--- src/rtl/fifo_wr_arbiter.sv ---
// fifo_wr_arbiter
// Round-robin arbiter that shares one synchronous FIFO write port between
// NUM_REQ producers. An owner is picked in IDLE, then holds the port for up to
// MAX_BURST words before ownership rotates. There is one bubble cycle between
// bursts. Writes are throttled with full/almostfull so the FIFO never overflows.
//
// Ports:
//   clk, rst_n       clock, asynchronous active-low reset
//   req, req_data    per-requester word-valid (level) and packed data words
//   gnt              one-hot take strobe (combinational); the word is taken this cycle
//   owner, owner_vld current burst owner and its valid flag
//   fifo_data_in     registered FIFO write data
//   fifo_wr_en       registered FIFO write enable
//   fifo_full, fifo_almostfull, fifo_wr_ack, fifo_overflow   FIFO status inputs
//   wr_count         count of accepted writes (wraps)
//   ovf_err, clr_err sticky overflow flag and its clear input
module fifo_wr_arbiter #(
  parameter int NUM_REQ    = 4,
  parameter int FIFO_WIDTH = 16,
  parameter int MAX_BURST  = 4
) (
  input  logic                          clk,
  input  logic                          rst_n,
  input  logic [NUM_REQ-1:0]            req,
  input  logic [NUM_REQ*FIFO_WIDTH-1:0] req_data,
  output logic [NUM_REQ-1:0]            gnt,
  output logic [$clog2(NUM_REQ)-1:0]    owner,
  output logic                          owner_vld,
  output logic [FIFO_WIDTH-1:0]         fifo_data_in,
  output logic                          fifo_wr_en,
  input  logic                          fifo_full,
  input  logic                          fifo_almostfull,
  input  logic                          fifo_wr_ack,
  input  logic                          fifo_overflow,
  output logic [15:0]                   wr_count,
  output logic                          ovf_err,
  input  logic                          clr_err
);

  localparam int IDX_W = $clog2(NUM_REQ);
  localparam int BC_W  = (MAX_BURST > 1) ? $clog2(MAX_BURST) : 1;

  typedef enum logic [0:0] {
    ST_IDLE  = 1'b0,
    ST_BURST = 1'b1
  } state_t;

  state_t               state_q;
  logic [IDX_W-1:0]     rr_ptr_q;
  logic [IDX_W-1:0]     owner_q;
  logic                 owner_vld_q;
  logic [BC_W-1:0]      burst_cnt_q;
  logic                 fifo_wr_en_q;
  logic [FIFO_WIDTH-1:0] fifo_data_q;
  logic [15:0]          wr_count_q;
  logic [15:0]          wr_count_d;
  logic                 ovf_err_q;
  logic                 ovf_err_d;

  logic                 can_write_s;
  logic [NUM_REQ-1:0]   gnt_s;
  logic                 take_s;
  logic [IDX_W-1:0]     sel_s;
  logic [IDX_W-1:0]     next_ptr_s;
  logic                 last_word_s;

  // At most one write is in flight: with almostfull set, a write already
  // issued may consume the last slot, so no new word is taken.
  assign can_write_s = !fifo_full && !(fifo_almostfull && fifo_wr_en_q);

  // Take strobe for the owner only while in a burst and the FIFO can accept.
  always_comb begin
    gnt_s = '0;
    if ((state_q == ST_BURST) && req[owner_q] && can_write_s) begin
      gnt_s[owner_q] = 1'b1;
    end else begin
      gnt_s = '0;
    end
  end

  assign take_s      = |gnt_s;
  assign last_word_s = (burst_cnt_q == BC_W'(MAX_BURST - 1));
  assign next_ptr_s  = (owner_q == IDX_W'(NUM_REQ - 1)) ? '0 : owner_q + 1'b1;

  // Circular scan from rr_ptr; descending loop so the smallest offset wins.
  always_comb begin
    int cand;
    sel_s = rr_ptr_q;
    cand  = 0;
    for (int i = NUM_REQ - 1; i >= 0; i--) begin
      cand = (int'(rr_ptr_q) + i) % NUM_REQ;
      if (req[IDX_W'(cand)]) begin
        sel_s = IDX_W'(cand);
      end else begin
        sel_s = sel_s;
      end
    end
  end

  // Burst ownership FSM; every exit to IDLE advances rr_ptr past the owner.
  always_ff @(posedge clk or negedge rst_n) begin
    if (!rst_n) begin
      state_q     <= ST_IDLE;
      rr_ptr_q    <= '0;
      owner_q     <= '0;
      owner_vld_q <= 1'b0;
      burst_cnt_q <= '0;
    end else begin
      case (state_q)
        ST_IDLE: begin
          if (|req) begin
            owner_q     <= sel_s;
            owner_vld_q <= 1'b1;
            burst_cnt_q <= '0;
            state_q     <= ST_BURST;
          end
        end
        ST_BURST: begin
          if (!req[owner_q] || (can_write_s && last_word_s)) begin
            state_q     <= ST_IDLE;
            owner_vld_q <= 1'b0;
            rr_ptr_q    <= next_ptr_s;
            burst_cnt_q <= '0;
          end else if (can_write_s) begin
            burst_cnt_q <= burst_cnt_q + 1'b1;
          end
        end
        default: begin
          state_q     <= ST_IDLE;
          owner_vld_q <= 1'b0;
          burst_cnt_q <= '0;
        end
      endcase
    end
  end

  // Registered FIFO write port; data holds its last value between writes.
  always_ff @(posedge clk or negedge rst_n) begin
    if (!rst_n) begin
      fifo_wr_en_q <= 1'b0;
      fifo_data_q  <= '0;
    end else begin
      fifo_wr_en_q <= take_s;
      if (take_s) begin
        fifo_data_q <= req_data[owner_q*FIFO_WIDTH +: FIFO_WIDTH];
      end
    end
  end

  // Next values for the write counter and sticky overflow flag (set wins).
  always_comb begin
    wr_count_d = wr_count_q;
    ovf_err_d  = ovf_err_q;
    if (fifo_wr_ack) begin
      wr_count_d = wr_count_q + 16'd1;
    end else begin
      wr_count_d = wr_count_q;
    end
    if (fifo_overflow) begin
      ovf_err_d = 1'b1;
    end else if (clr_err) begin
      ovf_err_d = 1'b0;
    end else begin
      ovf_err_d = ovf_err_q;
    end
  end

  // Status registers.
  always_ff @(posedge clk or negedge rst_n) begin
    if (!rst_n) begin
      wr_count_q <= 16'd0;
      ovf_err_q  <= 1'b0;
    end else begin
      wr_count_q <= wr_count_d;
      ovf_err_q  <= ovf_err_d;
    end
  end

  assign gnt          = gnt_s;
  assign owner        = owner_q;
  assign owner_vld    = owner_vld_q;
  assign fifo_data_in = fifo_data_q;
  assign fifo_wr_en   = fifo_wr_en_q;
  assign wr_count     = wr_count_q;
  assign ovf_err      = ovf_err_q;

endmodule

--- config.mk ---
export PLATFORM = sky130hd
export DESIGN_NAME = fifo_wr_arbiter
export DESIGN_NICKNAME = d
export VERILOG_FILES = /design/src/rtl/fifo_wr_arbiter.sv
export SDC_FILE = /design/constraint.sdc
export NUM_CORES = 1
export LEC_CHECK = 0
export BUFFER_PORTS_ARGS = -buffer_cell sky130_fd_sc_hd__buf_2
export CAP_MARGIN = 20
export CELL_PAD_IN_SITES_DETAIL_PLACEMENT = 1
export CELL_PAD_IN_SITES_GLOBAL_PLACEMENT = 1
export CORE_UTILIZATION = 30
export DETAILED_ROUTE_END_ITERATION = 6
export PLACE_DENSITY = 0.71
export SLEW_MARGIN = 20
export SYNTH_ARGS = -nofsm -noshare
export SYNTH_HDL_FRONTEND = slang
export SYNTH_SLANG_ARGS = --single-unit
export TNS_END_PERCENT = 100
--- constraint.sdc ---
create_clock -name clk -period 8.1 [get_ports clk]
set_input_delay 1.215 -clock clk [delete_from_list [all_inputs] [get_ports clk]]
set_output_delay 1.215 -clock clk [all_outputs]
set_load 0.01 [all_outputs]
==> results.txt, run 1 <==
On the worst path, the slowest cell contributes a delay of roughly 0.52 ns. The maximum buffer depth of the clock tree came out at 2. The post-cts hold buffer count came out at 0. The placement row count came out at 32.

Between clock sinks in the finished design, the worst skew comes to about 0.0027 ns. Each instance of the synthesized netlist takes up on average around 13 µm². Among all flip-flop cells after synthesis, the most frequent one is sky130_fd_sc_hd__dfrtp_1. The detailed-route vias per instance is around 4.8. Traced cell by cell, the critical path runs through buf_2 -> mux4_2 -> and3_4 -> and2_1 -> buf_2.

In this run the post-CTS setup repair buffer count came out at 0. The post-route worst hold slack is roughly 0.47 ns. The cell area after technology mapping is around 2400 µm². The analysis attributes to cell leakage a power of 1.61 nW.

Together, buffers and inverters on the worst path number 2. Dividing the final minimum period by the clock period gives 44.7%. The headroom to the max-slew limit is a little under two fifths. around 120 I/O pins were placed. The TritonCTS sink count is 42.

The most critical setup path has its endpoint at gnt[2]. The register clock-pin slew on the reported worst setup and hold paths came out at 0.08 ns. The worst setup path is launched from an input port. Data on the critical path is required at its endpoint by about 6.9 ns.

Setup violations remaining at the end of the flow were counted as 0. The worst register-to-register path ends at fifo_data_in[3]. The final layout contains around 380 nets. After detailed routing, the average wire length per cell comes to 15.4 µm. The cell seen most often among critical-path stages is sky130_fd_sc_hd__buf_2. The core footprint is 7690 µm². The initial core utilization is roughly 31%. The number of global-route vias before repair is between 1500 and 2000. The post-route DRC violation count came out at 0. The CTS buffer count is 5. Of the cells placed in the final design, the portion with a size suffix greater than 1 is 53.0%. Detailed placement ended at an HPWL of between 4 and 5 mm. The depth of the CTS H-tree is 2. Global routing used between 10% and 20% of the available tracks. Global routing finished with a remaining overflow of 0. The max-slew violation total from the final report came to 0. Summed over all layers, the routed wires come to 6.12 mm. The worst register-to-register path begins at owner[1]. The post-cts repair resize count came out at 0. The total iterations of the first detailed-routing run came out at 6.

After technology mapping, the gate count stands at around 180. The number of cells on the critical path is 5. The maximum net fanout on the critical path is 7. The number of warning messages in the yosys log came out at 0. The initial antenna violation count is 0. The area growth from synthesis to layout came out at 32.7%.

Timing would allow up to ~280 MHz. In this run the worst setup path begins at req[3]. The number of DRC markers after the initial detailed-route iteration is 27.

Dividing total power by cell area gives a power density of 303 nW/µm². The number of enable-type register cells in the synthesized netlist came out at 0. The sum of negative setup slack is 0 ns. The clock tree root buffer cell is sky130_fd_sc_hd__clkbuf_8. Among cell families on the critical path, the largest total delay comes from multiplexers. The insertion delay to the later sink of the worst-skew pair is between 0.2 and 0.3 ns. The final weighted congestion in routability-driven placement came out at just over 0.7. The die is slightly above 90 µm wide. The arrival time at the worst endpoint is ~2.4 ns. The flow ran to the end, and the final reports show no timing, DRC or antenna violations. The min-delay analysis places its worst path in the category reg -> reg. Counting flops and latches in the post-synthesis netlist gives 42. The largest individual stage delay along the critical path comes from the cell sky130_fd_sc_hd__mux4_2.

The share of async-settable or async-resettable flops after synthesis came out at 100%. The worst setup path is of the in -> out kind. TritonCTS built the clock tree. The first global-routing pass estimated a little under 10 mm of wire. The number of max-capacitance violations reported came out at 0.

The synthesized netlist contains 38 unique library cells. The worst reg-to-reg setup slack came out at about 5.5 ns. Synthesis produced a netlist with a net count of 258. Setup repair after global routing left no endpoint under its margin. From bottom edge to top edge, the die measures between 90 and 100 µm. The sequential share of the synthesized area is 44.1%. The antenna cell count came out at 0.

The number of nets with antenna violations after detailed routing came out at 0. The depth of the most critical reg-to-reg path came out at 5. The clock period minus final worst setup slack came out at ~3.6 ns.

The number of port buffers came out at between 100 and 150. The largest net degree at the start of global routing came out at 43. The final count of hold timing violations came out at 0.

The die covers between 8000 and 9000 µm². The worst-case vdd ir drop is around 150 µV. At the pin with the least slew margin, the transition time is 0.947 ns. The vias after detailed routing is ~1900. STA classifies the critical path endpoint as a primary output.
==> through the flow <==
step | setup slack [ns] | instance area [µm²] | cells | power, mW | util, %
floorplan | 4.70 | 2380 | 177 | 0.680 | -
global placement | 4.51 | 3040 | 389 | 0.810 | 39.6
detailed placement | 4.48 | 3040 | 389 | 0.831 | 39.6
CTS | 4.48 | 3130 | 397 | 0.977 | 40.7
global route | 4.43 | 3160 | 398 | 1.03 | 41.1
finish | 4.48 | 3160 | 398 | 0.958 | 41.1
==> sequential cells by signal, indices dropped and copies added (netlist names) <==
register and count:
rr_ptr_q 2, owner_vld 1, wr_count 16, ovf_err 1
owner 2, fifo_data_in 16, state_q 1, burst_cnt_q 2
fifo_wr_en 1
==> Yosys cell counts, types with 2 or more instances <==
master                     n  area (µm²)
sky130_fd_sc_hd__nand2_1  11        41.3
sky130_fd_sc_hd__and3_1    3        18.8
sky130_fd_sc_hd__nor2b_1   3        18.8
sky130_fd_sc_hd__nand4_1   3        18.8
sky130_fd_sc_hd__a21oi_1   4        20.0
sky130_fd_sc_hd__ha_1      6        75.1
sky130_fd_sc_hd__mux4_2   10         225
sky130_fd_sc_hd__buf_1     2        7.51
sky130_fd_sc_hd__dfrtp_1  42        1050
sky130_fd_sc_hd__and4_1    2        17.5
sky130_fd_sc_hd__and2_1    5        31.3
sky130_fd_sc_hd__nor2_1    9        33.8
sky130_fd_sc_hd__inv_1     7        26.3
sky130_fd_sc_hd__nand3_1   4        20.0
sky130_fd_sc_hd__a22o_1    2        17.5
sky130_fd_sc_hd__o21ai_0   5        25.0
sky130_fd_sc_hd__mux2_4    9         135
sky130_fd_sc_hd__xor2_1    6        52.6
sky130_fd_sc_hd__mux2_2   10         113
sky130_fd_sc_hd__xnor2_1   9        78.8
sky130_fd_sc_hd__mux4_1    7         184
sky130_fd_sc_hd__buf_6     2        22.5
==> placed cells by master, fill, tap and decap left out, types with 2 or more instances in the layout <==
cell,count
sky130_fd_sc_hd__a21oi_1,4
sky130_fd_sc_hd__a22o_1,2
sky130_fd_sc_hd__and2_1,5
sky130_fd_sc_hd__and3_1,3
sky130_fd_sc_hd__and4_1,2
sky130_fd_sc_hd__buf_2,115
sky130_fd_sc_hd__buf_4,2
sky130_fd_sc_hd__clkbuf_8,6
sky130_fd_sc_hd__dfrtp_1,42
sky130_fd_sc_hd__ha_1,6
sky130_fd_sc_hd__inv_1,7
sky130_fd_sc_hd__mux2_2,10
sky130_fd_sc_hd__mux2_4,9
sky130_fd_sc_hd__mux4_1,7
sky130_fd_sc_hd__mux4_2,10
sky130_fd_sc_hd__nand2_1,11
sky130_fd_sc_hd__nand3_1,4
sky130_fd_sc_hd__nand4_1,3
sky130_fd_sc_hd__nor2_1,9
sky130_fd_sc_hd__nor2b_1,3
sky130_fd_sc_hd__o21ai_0,5
sky130_fd_sc_hd__xnor2_1,9
sky130_fd_sc_hd__xor2_1,6
==> worst min-delay path by stage <==
stage                        start              to  slack [ns]  cells after the start
detailed placement    wr_count[15]    wr_count[15]        0.46                      1
global route          wr_count[15]    wr_count[15]        0.51                      1
floorplan           burst_cnt_q[1]  burst_cnt_q[1]        0.47                      1
global placement      wr_count[15]    wr_count[15]        0.46                      1
finish                wr_count[15]    wr_count[15]        0.47                      1
CTS                   wr_count[15]    wr_count[15]        0.47                      1
==> layer usage <==
layer	GRT usage (%)	up-vias	share of wire, %
li1	-	885	-
met1	17.9	942	42
met2	26.5	69	51
met3	3.27	7	5.6
met4	4.76	0	1.0
met5	0	-	0
==> report_power, final <==
part / internal (mW) / switching (mW) / total, mW
Combinational: 0.255 / 0.197 / 0.453
Sequential: 0.288 / 0.0789 / 0.367
Clock: 0.0688 / 0.0704 / 0.139
Total: 0.612 / 0.347 / 0.958
==> final cells by class <==
class	count	area [µm²]
clock inverter	1	5.00
clock buffer	7	86.3
sequential	42	1050
tap	102	128
multi-input combinational	121	1240
timing repair buffer	118	618
inverter	7	26.3
fill	905	4530
==> logic make-up after synthesis <==
| kind of cell | share of synthesized area [%] |
|---|---|
| and+or+nand+nor | 10.2 |
| buffers and inverters | 3.57 |
| adders and majority gates | 3.15 |
| DFF | 44.1 |
| AOI/OAI and AO/OA | 5.83 |
| xor gates and xnor gates | 5.52 |
| muxes | 27.6 |
Power figures use the tool's default switching activity.
==> run 2: changes to the inputs <==
==> constraint.sdc (replaced) <==
create_clock -name clk -period 3.69 [get_ports clk]
set_input_delay 0.5535 -clock clk [delete_from_list [all_inputs] [get_ports clk]]
set_output_delay 0.5535 -clock clk [all_outputs]
set_load 0.01 [all_outputs]
==> results.txt, run 2 (synthesized netlist as in run 1, its figures left out) <==
Result of the run: finished, final reports clean (unchanged). The estimated wirelength of the detail-placed design came out at 4.69 mm (was 4.74 mm). The startpoint type of the worst setup path is a flop (was input port).

The TritonCTS clock tree is done (unchanged). The clock tree root buffer cell is sky130_fd_sc_hd__clkbuf_8 (unchanged). The max-slew violation total from the final report is 0 (unchanged). The maximum net fanout on the critical path is 22 (was 7). The number of max-capacitance violations reported was 0 (unchanged).

The largest net degree at the start of global routing came to 43 (unchanged). The switching power share of the total is 36.1% (was 36.2%). The number of nets in the finished design is 375 (was 376). The number of port buffers is 115 (unchanged). The register clock-pin slew on the reported worst setup and hold paths is 0.07 ns (was 0.08 ns).

The floorplan die area is 8300 µm² (unchanged). The relative contribution of combinational cells to total power was 46.9% (was 47.2%). The number of nets with antenna violations after detailed routing came out at 0 (unchanged).

The initial core utilization is 31.0% (unchanged). The number of top-level pins is 116 (unchanged). The worst clock skew is 0.00189 ns (was 0.00270 ns). The core footprint came out at 7690 µm² (unchanged). The arrival time at the worst endpoint came out at 2.18 ns (was 2.41 ns). The headroom to the max-slew limit was 36.1% (was 36.9%). The final count of hold timing violations was 0 (unchanged). Commonest cells after routing, fill and taps aside: sky130_fd_sc_hd__buf_2, sky130_fd_sc_hd__dfrtp_1, sky130_fd_sc_hd__nand2_1 (unchanged). The type of the setup path with the least slack is reg -> out (was in -> out). The leakage power figure is 1.59 nW (was 1.61 nW). The TritonCTS sink count was 42 (unchanged). The number of global-route vias before repair is 1972 (was 1975). The initial antenna violation count is 0 (unchanged). The number of setup violations in the final report was 0 (unchanged). The worst-case vdd ir drop came out at 223 µV (was 147 µV). The area growth from synthesis to layout is 30.9% (was 32.7%).

Unrepaired setup endpoints after global routing: false (unchanged). The layout cell share with drive strength beyond 1 came out at 52.4% (was 53.0%). The first-pass GRT wire length is 9.61 mm (was 9.62 mm).

The post-CTS repair timing setup buffer count is 0 (unchanged). The worst path in the final design needs a cycle of ~2.7 ns, including I/O delays and setup. The horizontal die dimension came to 91.1 µm (unchanged). The insertion delay to the later sink of the worst-skew pair is 0.28 ns (was 0.29 ns). The critical path capture point type is a primary output (unchanged).

The antenna cell count came to 0 (unchanged). The total iterations of the first detailed-routing run is 4 (was 6). The global-route usage over all layers is 14.8% (was 14.9%). The total power after layout was 2.06 mW (was 0.958 mW). The total overflow reported by the global router was 0 (unchanged).

The detailed-route vias per instance came out at 4.81 (was 4.78). The maximum buffer depth of the clock tree is 2 (unchanged). The final weighted congestion in routability-driven placement is 0.744 (was 0.704).

The required time of the critical path came out at 3.14 ns (was 6.88 ns). The post-cts repair resize count came to 0 (unchanged). The most frequent standard cell in the layout excluding fill and tap cells was sky130_fd_sc_hd__buf_2 (unchanged). The depth of the CTS H-tree is 2 (unchanged). The internal power of the cells came to 1.32 mW (was 0.612 mW). The achievable frequency is between 300 and 400 MHz. The total wirelength of the detailed-routed design was 5.83 mm (was 6.12 mm).

The post-route DRC violation count is 0 (unchanged). The CTS buffer count is 5 (unchanged). The post-cts hold buffer count came out at 0 (unchanged). The part of the cycle the worst path needs is between 70% and 80%. The number of DRC markers after the initial detailed-route iteration came to 18 (was 27). The placement row count came to 32 (unchanged). The power per unit of standard cell area is 662 nW/µm² (was 303 nW/µm²). The worst reg-to-reg setup slack is 1.16 ns (was 5.52 ns). The power share of the sequential group was 39.7% (was 38.2%).

The switching power is 0.745 mW (was 0.347 mW). The vias after detailed routing came out at 1905 (was 1903). The final design utilization came out at 40.5% (was 41.1%). The depth of the most critical reg-to-reg path was 5 (unchanged).

The worst min-delay path class is in -> async (was reg -> reg). The per-cell routed wire length was 14.7 µm (was 15.4 µm). The sum of negative setup slack is 0 ns (unchanged). The measured slew at the worst slew-check pin came to 0.959 ns (was 0.947 ns). The die extent in y came to 91.1 µm (unchanged). The fraction of power consumed by the clock network is 13.4% (was 14.5%).
run 2: cell types whose count changed in the layout (fill, tap and decap cells not counted):
cell | before | now
sky130_fd_sc_hd__buf_16 | 1 | 0
sky130_fd_sc_hd__clkbuf_1 | 1 | 2
sky130_fd_sc_hd__clkbuf_8 | 6 | 5
sky130_fd_sc_hd__clkinv_2 | 1 | 0
run 2: worst paths after layout:
check	start	end
max in group asynchronous	rst_n	fifo_wr_en
min reg2reg	wr_count[15]	wr_count[15]
max	owner[1]	gnt[1]
min in group clk	fifo_overflow	ovf_err
max reg2reg	owner[1]	fifo_data_in[1]
min	rst_n	ovf_err
run 2: worst max-delay path, cell delays in order, from the launching register on:
cell                      delay, ns
sky130_fd_sc_hd__dfrtp_1       0.91
sky130_fd_sc_hd__mux4_2        0.46
sky130_fd_sc_hd__and3_4        0.24
sky130_fd_sc_hd__and2_1        0.15
sky130_fd_sc_hd__buf_2         0.13
run 2: per-layer routing:
| metal | GRT usage, % | routed length [µm] |
|---|---|---|
| met2 | 25.2 | 2990 |
| met3 | 4.10 | 358 |
| met1 | 18.3 | 2440 |
| met5 | 0 | 0 |
| met4 | 3.97 | 43 |
run 2: area by class of cell:
type	count	area, µm²
inverters	7	26.3
well taps	102	128
fillers	899	4570
flip-flops and latches	42	1050
clock buffers	7	76.3
repair buffers	117	591
multi-input cells	121	1240
run 2: power groups by stage:
stage	Sequential [mW]	Clock [mW]	Combinational, mW
finish	0.819	0.277	0.968
global route	0.854	0.312	1.06
CTS	0.825	0.293	0.990
detailed placement	0.832	0	0.989
global placement	0.824	0	0.953
floorplan	0.827	0	0.666
run 2: metrics by stage:
stage          instances  setup slack, ns  cell area [µm²]  hold slack, ns
5_1_grt              396            0.822             3120           0.440
2_1_floorplan        177             1.04             2380           0.258
3_5_place_dp         389             1.10             3040           0.462
6_report             396            0.957             3120           0.416
4_1_cts              396            0.903             3120           0.437
3_3_place_gp         389             1.22             3040           0.456
==> run 3: changes to the inputs <==
==> constraint.sdc (replaced) <==
create_clock -name clk -period 2.65 [get_ports clk]
set_input_delay 0.3975 -clock clk [delete_from_list [all_inputs] [get_ports clk]]
set_output_delay 0.3975 -clock clk [all_outputs]
set_load 0.01 [all_outputs]
==> results.txt, run 3 (synthesized netlist as in run 1, its figures left out) <==
The worst-case vdd ir drop is 347 µV (was 223 µV). The number of nets with antenna violations after detailed routing is 0 (unchanged). The total iterations of the first detailed-routing run is 4 (unchanged).

The total overflow reported by the global router was 0 (unchanged). The most frequent standard cell in the layout excluding fill and tap cells was sky130_fd_sc_hd__buf_2 (unchanged). The met2 global-route usage is 25.7% (was 25.2%). The power per unit of standard cell area came out at 937 nW/µm² (was 662 nW/µm²). The startpoint of the lowest-slack register-to-register path was owner[1] (unchanged).

The depth of the CTS H-tree is 2 (unchanged). The leakage power figure is 1.61 nW (was 1.59 nW). The post-route DRC violation count is 0 (unchanged).

The final count of hold timing violations came out at 0 (unchanged). The placement row count came to 32 (unchanged). The arrival time at the worst endpoint is 1.92 ns (was 2.18 ns). The sum of negative setup slack came out at 0 ns (unchanged). The worst clock skew is 0.00276 ns (was 0.00189 ns). The number of max-capacitance violations reported came to 0 (unchanged). The clock tree root buffer cell is sky130_fd_sc_hd__clkbuf_8 (unchanged). The horizontal die dimension came out at 91.1 µm (unchanged). The total wirelength of the detailed-routed design came out at 5.99 mm (was 5.83 mm). The measured slew at the worst slew-check pin is 0.959 ns (about the same). The area growth from synthesis to layout came out at 32.5% (was 30.9%).

The startpoint type of the worst setup path is a flop (unchanged). The post-cts hold buffer count came out at 0 (unchanged). The met1 routing resource usage after global routing came out at 19.1% (was 18.3%). The timing endpoint of the critical path is gnt[0] (was gnt[1]). The peak-usage layer in the global routing report is met2 (unchanged). The estimated wirelength of the detail-placed design is 4.79 mm (was 4.69 mm). The register clock-pin slew on the reported worst setup and hold paths came out at 0.08 ns (was 0.07 ns). The number of global-route vias before repair came to 1965 (was 1972).

The total power after layout came out at 2.96 mW (was 2.06 mW). The core footprint came to 7690 µm² (unchanged). The die extent in y came out at 91.1 µm (unchanged). The clock period minus final worst setup slack came out at between 2 and 2.5 ns. The achievable frequency came out at 432 MHz. The cell with the largest stage delay on the worst path is sky130_fd_sc_hd__dfrtp_1 (unchanged).

The detailed-route vias per instance is 4.81 (about the same). The post-cts repair resize count came to 0 (unchanged). The antenna cell count is 0 (unchanged). The largest net degree at the start of global routing came out at 43 (unchanged). The TritonCTS clock tree is done (unchanged). The headroom to the max-slew limit came out at 36.0% (was 36.1%). The vias after detailed routing is 1925 (was 1905).

The peak per-stage delay on the critical path is 0.66 ns (was 0.91 ns). The maximum buffer depth of the clock tree is 2 (unchanged). The number of setup violations in the final report came out at 0 (unchanged). The maximum net fanout on the critical path is 14 (was 22).

The floorplan die area came out at 8300 µm² (unchanged). The number of nets in the finished design came to 378 (was 375). The number of port buffers is 115 (unchanged). The number of DRC markers after the initial detailed-route iteration came out at 62 (was 18). The worst min-delay path class is in -> async (unchanged). Unrepaired setup endpoints after global routing: false (unchanged). The max-slew violation total from the final report was 0 (unchanged). The post-CTS repair timing setup buffer count is 0 (unchanged). The part of the cycle the worst path needs came out at between 80 and 90%. The launch point of the critical path is owner[1] (unchanged). The critical path capture point type was a primary output (unchanged). Worst path cell trace: mux4_2 -> and3_4 -> and2_1 -> buf_2 (unchanged). The end of the worst register-to-register path is fifo_data_in[15] (was fifo_data_in[1]). The final design utilization is 41.0% (was 40.5%).

Result of the run: finished, final reports clean (unchanged). The layout cell share with drive strength beyond 1 was 53.4% (was 52.4%). The insertion delay to the later sink of the worst-skew pair is 0.29 ns (was 0.28 ns). The met3 demand-to-capacity share in global routing is 3.52% (was 4.10%). Commonest cells after routing, fill and taps aside: sky130_fd_sc_hd__buf_2, sky130_fd_sc_hd__dfrtp_1, sky130_fd_sc_hd__nand2_1 (unchanged). The worst reg-to-reg setup slack came to 0.53 ns (was 1.16 ns). The required time of the critical path is 2.25 ns (was 3.14 ns).

The first-pass GRT wire length is 9.72 mm (was 9.61 mm). The CTS buffer count is 5 (unchanged). The depth of the most critical reg-to-reg path is 5 (unchanged). The number of top-level pins was 116 (unchanged). The per-cell routed wire length was 15.0 µm (was 14.7 µm).

The type of the setup path with the least slack is reg -> out (unchanged). The final weighted congestion in routability-driven placement came to 0.785 (was 0.744). The global-route usage over all layers is 15.0% (was 14.8%). The TritonCTS sink count is 42 (unchanged).

The initial antenna violation count is 0 (unchanged). The initial core utilization came to 31.0% (unchanged).
==> run 3: cell types whose count changed in the layout (fill, tap and decap cells not counted), sizes merged <==
cell    previous run  this run
clkinv             0         1
buf              117       120
==> run 3: layout make-up <==
cell class | count | area (µm²)
clock inverter | 1 | 5.00
sequential | 42 | 1050
clock buffer | 7 | 86.3
fill | 886 | 4530
inverter | 7 | 26.3
multi-input combinational | 121 | 1240
tap | 102 | 128
timing repair buffer | 120 | 613
==> run 3: worst min-delay path by stage <==
stage | from | to | slack (ns)
after CTS | fifo_overflow | ovf_err | 0.27
after detailed placement | wr_count[15] | wr_count[15] | 0.46
after global placement | wr_count[15] | wr_count[15] | 0.45
after floorplan | rst_n | burst_cnt_q[0] | 0.10
final | rst_n | fifo_data_in[8] | 0.25
after global routing | fifo_overflow | ovf_err | 0.27
==> run 3: power by group <==
group | switching [mW] | internal, mW | leakage, nW
Combinational | 0.629 | 0.801 | 1.04
Clock | 0.221 | 0.211 | 0.0482
Sequential | 0.215 | 0.880 | 0.525
==> run 3: critical path, delay by kind of cell (launching register included) <==
family	cells	cell delay (ns)
DFF	1	0.66
and+or+nand+nor	2	0.41
buffers and inverters	1	0.14
muxes	1	0.43
==> run 3: per-stage QoR <==
| stage | instance area [µm²] | worst slack (ns) | instances | hold slack (ns) |
|---|---|---|---|---|
| global route | 3150 | 0.225 | 400 | 0.267 |
| finish | 3150 | 0.337 | 400 | 0.250 |
| global placement | 3060 | 0.575 | 392 | 0.453 |
| CTS | 3150 | 0.302 | 400 | 0.272 |
| detailed placement | 3060 | 0.498 | 392 | 0.460 |
| floorplan | 2380 | 0.144 | 177 | 0.102 |
==> run 3: layer usage <==
metal / vias to the layer above / share of wire (%) / wire length [µm]
met4: 0 / 0.90 / 54
li1: 898 / - / -
met1: 949 / 43 / 2560
met2: 71 / 51 / 3050
met5: - / 0 / 0
met3: 7 / 5.3 / 316
